$ cat src/rtl/add100_accum.sv
// add100_accum: packet accumulator that sits after the 100-bit ripple-carry adder.
// Each accepted word is added into a running sum through a full-adder chain
// with cin tied to 0. Carry-outs from the top bit are counted as overflow events,
// and the count saturates. The sum, word count and overflow count are presented
// on a valid/ready output when the packet ends. A packet ends on in_last or
// when it reaches MAX_LEN words.
module add100_accum #(
   parameter int WIDTH   = 100,
   parameter int MAX_LEN = 16,
   parameter int CNT_W   = 5,
   parameter int OVF_W   = 8
) (
   input  logic             clk,
   input  logic             resetn,
   input  logic             in_valid,
   output logic             in_ready,
   input  logic [WIDTH-1:0] in_data,
   input  logic             in_last,
   output logic             out_valid,
   input  logic             out_ready,
   output logic [WIDTH-1:0] out_sum,
   output logic [CNT_W-1:0] out_len,
   output logic [OVF_W-1:0] out_ovf
);

   typedef enum logic {
      ST_ACC = 1'b0,
      ST_OUT = 1'b1
   } state_t;

   state_t           state;
   logic [WIDTH-1:0] acc;
   logic [CNT_W-1:0] len;
   logic [OVF_W-1:0] ovf;

   logic [WIDTH-1:0] add_sum;
   logic             add_cout;
   logic [CNT_W-1:0] len_inc;
   logic             end_pkt;

   // Full-adder chain: acc + in_data with cin = 0. Only the final carry leaves this block.
   always_comb begin : adder_chain
      logic c;
      // NOTE: blocking assignments are used here on purpose. Each stage's carry must be
      // visible to the next stage within the same evaluation of the loop.
      c       = 1'b0;
      add_sum = '0;
      for (int i = 0; i < WIDTH; i++) begin
         add_sum[i] = acc[i] ^ in_data[i] ^ c;
         c          = (acc[i] & in_data[i]) | (c & (acc[i] ^ in_data[i]));
      end
      add_cout = c;
   end

   assign len_inc = len + 1'b1;
   assign end_pkt = in_last || (len_inc == CNT_W'(MAX_LEN));

   // Control and datapath state. Words are accepted in ACC. The result is held in OUT until it is drained.
   always_ff @(posedge clk or negedge resetn) begin
      // NOTE: sequential state uses non-blocking assignments only. That way every register
      // here samples its inputs from before the clock edge.
      if (!resetn) begin
         state <= ST_ACC;
         acc   <= '0;
         len   <= '0;
         ovf   <= '0;
      end else begin
         case (state)
            ST_ACC: begin
               if (in_valid) begin
                  acc <= add_sum;
                  len <= len_inc;
                  if (add_cout && (ovf != {OVF_W{1'b1}}))
                     ovf <= ovf + 1'b1;
                  if (end_pkt)
                     state <= ST_OUT;
               end
            end
            ST_OUT: begin
               if (out_ready) begin
                  acc   <= '0;
                  len   <= '0;
                  ovf   <= '0;
                  state <= ST_ACC;
               end
            end
            default: state <= ST_ACC;
         endcase
      end
   end

   // Handshakes are decoded from the state register alone. Results come straight from the
   // registers, so no input reaches an output combinationally.
   assign in_ready  = (state == ST_ACC);
   assign out_valid = (state == ST_OUT);
   assign out_sum   = acc;
   assign out_len   = len;
   assign out_ovf   = ovf;

endmodule

$ cat config.mk
export PLATFORM = sky130hd
export DESIGN_NAME = add100_accum
export DESIGN_NICKNAME = d
export VERILOG_FILES = /design/src/rtl/add100_accum.sv
export SDC_FILE = /design/constraint.sdc
export NUM_CORES = 1
export LEC_CHECK = 0
export ABC_AREA = 1
export CORE_ASPECT_RATIO = 1.5
export CORE_MARGIN = 4
export CORE_UTILIZATION = 44
export DETAILED_ROUTE_END_ITERATION = 6
export GPL_ROUTABILITY_DRIVEN = 0
export PLACE_DENSITY_LB_ADDON = 0.05
export SYNTH_ARGS = -nofsm -noshare
export SYNTH_HDL_FRONTEND = slang
export SYNTH_SLANG_ARGS = --single-unit
export TNS_END_PERCENT = 10
$ cat constraint.sdc
create_clock -name clk -period 83.4 [get_ports clk]
set_input_delay 12.51 -clock clk [delete_from_list [all_inputs] [get_ports clk]]
set_output_delay 12.51 -clock clk [all_outputs]
set_load 0.02 [all_outputs]
==> run metrics <==
filler instances=approximately 1.4k; PwrDens=between 30 and 40 mW/mm^2; crit path max fanout=8; GRT overflow=0; Synth Cell Area=roughly 0.0074 sq mm; synthesized net count=between 800 and 900; WL per Instance=about 16 um; fin crit period=between 50 and 60 ns; layout cells sized above 1=0.1389; P_leak=0.004649 uW; IO Pins=220; Psw=between 150 and 200 uW; Worst EP required=83.68 ns; CTS tree=yes; core area=~0.016 sq mm; post-CTS resize count=0; ys async rst share=1.000; Initial Util=0.4514; die area=about 0.019 sq mm; status=completed; final worst-path cycle share=0.6268; DRT Pass-1 Iters=6; synthesis-to-finish area growth=40.24%; Worst-path clk slew=around 0.050 ns; CTS H-tree depth=4; worst setup path class=in2reg; endpoints failing setup=0; Crit-path slowest cell=clkdlybuf4s50_1; Most used DFF post-synth=dfrtp_1; RSZ-0062 raised after global routing=no; Hold Path Class=reg2reg; CTS Buf Count=17; first-pass GRT wire length=approximately 30,000 um; Switching Fraction=0.3928; Worst Tran Pin Value=~0.88 ns; number of nets with antenna violations after routing=0; Final Max Tran Viols=0; final setup skew=~0.013 ns; share of the synthesized area in the top cell type=0.3870; row count=57; Hold Crit Start=out_ovf[7]$_DFFE_PN0P_; Root Driver=clkbuf_16; Synth Register Bits=around 110; final WL=about 17,000 um; reg2reg start=out_sum[0]$_DFFE_PN0P_; Clk pwr share=0.208; IO buf count=219; DP HPWL=12,880 um; vias=between 5k and 6k; antenna violations before repair=1; design area=0.01034 sq mm; CTS Sinks=114; GRT Total Usage=0.1941; Syn Area/Cell=~12 sq um; Max clock buf depth=2; largest net degree at the start of global routing=65; Slew HR=0.4154; Post-DP Area=about 0.0097 sq mm; CP arrival=between 50 and 60 ns; vias in the first global route=between 5k and 6k; P_int=approximately 240 uW; First DRT Iteration DRCs=about 230; largest cells by area after synthesis=dfrtp_1, fa_1, o22ai_2; fmax=~19 MHz; cells after synthesis=between 600 and 700; post-route setup TNS=0 ns; Seq/Total Area, Yosys=0.3870; MaxCap Viol Count=0; Remaining DRCs=0; VDD IR-drop max=roughly 17 uV; postcts setup bufs=0; Post-synth top cells=inv_1, dfrtp_1, fa_1; Final Hold Fails=0; Synth cell types=25; Skew-Pair Late Insertion Delay=roughly 0.41 ns; Nets=1,059; Synth area leader=dfrtp_1; Top cell by count, worst path=fa_1; Seq pwr share=0.244; top-count cell post-synth=inv_1; Die X=approximately 110 um; EDFF count, synth=0; CP endpoint kind=register; vias per cell=4.829; Die Y=166.5 um; Hold Buf Count CTS=0; max incr delay on CP=about 0.46 ns; Logic pwr share=0.548; start point of the critical path=in_data[0]; startpoint types=input port; Ys Warns=0
worst max-delay path, delay by kind of cell:
family / cells / cell delay [ns]
fa+ha+maj: 100 / 38.83
buf+inv: 3 / 0.58
simple gates: 5 / 0.63
stage by stage:
stage	util	std cells	total power, uW	worst slack [ns]	hold slack (ns)
6_report	0.6330	1071	393.0	31.13	0.5435
5_1_grt	0.6330	1071	423.2	29.89	0.5841
4_1_cts	0.6329	1070	398.8	31.14	0.5444
3_5_place_dp	0.5924	1038	313.9	30.91	0.5313
3_3_place_gp	0.5924	1038	307.8	31.25	0.5286
2_1_floorplan	-	633	234.3	33.16	0.6234
area by class of cell:
type	instances	area, sq um	area share
Clock buffer	20	456.7	0.04417
Antenna cell	1	2.502	0.0002420
Tap cell	206	257.7	0.02493
Multi-Input combinational cell	293	3585	0.3467
Inverter	203	767.0	0.07419
Clock inverter	12	205.2	0.01985
Sequential cell	114	2853	0.2759
Timing Repair Buffer	222	2212	0.2140
placed cells by master (no fill, tap or decap), types with 8 or more instances in the layout:
master           count
dfrtp_1            114
clkdlybuf4s50_1    218
nand2_1             48
o22ai_2             80
nand3_1              8
fa_1                99
inv_1              199
o22ai_1             17
nor2_1              16
clkbuf_16           17
kinds of logic after synthesis:
kind of cell | Yosys count | synth area share
buf+inv | 226 | 0.1268
flops | 114 | 0.3870
compound gates | 112 | 0.1648
fa+ha+maj | 103 | 0.2756
simple gates | 76 | 0.04345
xor+xnor | 2 | 0.002377
flip-flops by register name (all words and copies together) (netlist names):
signal / count
out_len: 5
out_ovf: 8
out_sum: 100
out_valid: 1
metal layers:
layer,vias to the layer above,track usage,share of wire
li1,2373,-,-
met1,2617,0.2384,0.39
met2,163,0.3288,0.52
met3,19,0.05699,0.067
met4,0,0.05910,0.020
met5,-,0,0
path summary, 6_finish.rpt:
path,end,slack (ns),cells after the start
max in group asynchronous,out_sum[75]$_DFFE_PN0P_,69.95,2
max,out_ovf[3]$_DFFE_PN0P_,31.13,108
max reg2reg,out_ovf[3]$_DFFE_PN0P_,43.26,107
min reg2reg,out_ovf[7]$_DFFE_PN0P_,0.54,2
min,out_ovf[7]$_DFFE_PN0P_,0.54,2
min in group asynchronous,out_sum[89]$_DFFE_PN0P_,12.20,1
power by group through the flow:
stage | clock [uW] | combinational (uW) | sequential (uW)
2_1_floorplan | 0 | 112 | 122
3_3_place_gp | 0 | 212 | 96.2
3_5_place_dp | 0 | 218 | 96.4
4_1_cts | 83.6 | 219 | 96.1
5_1_grt | 86.3 | 238 | 99.2
6_report | 81.7 | 216 | 95.8
Note: power is estimated with default switching activity, not from simulation.
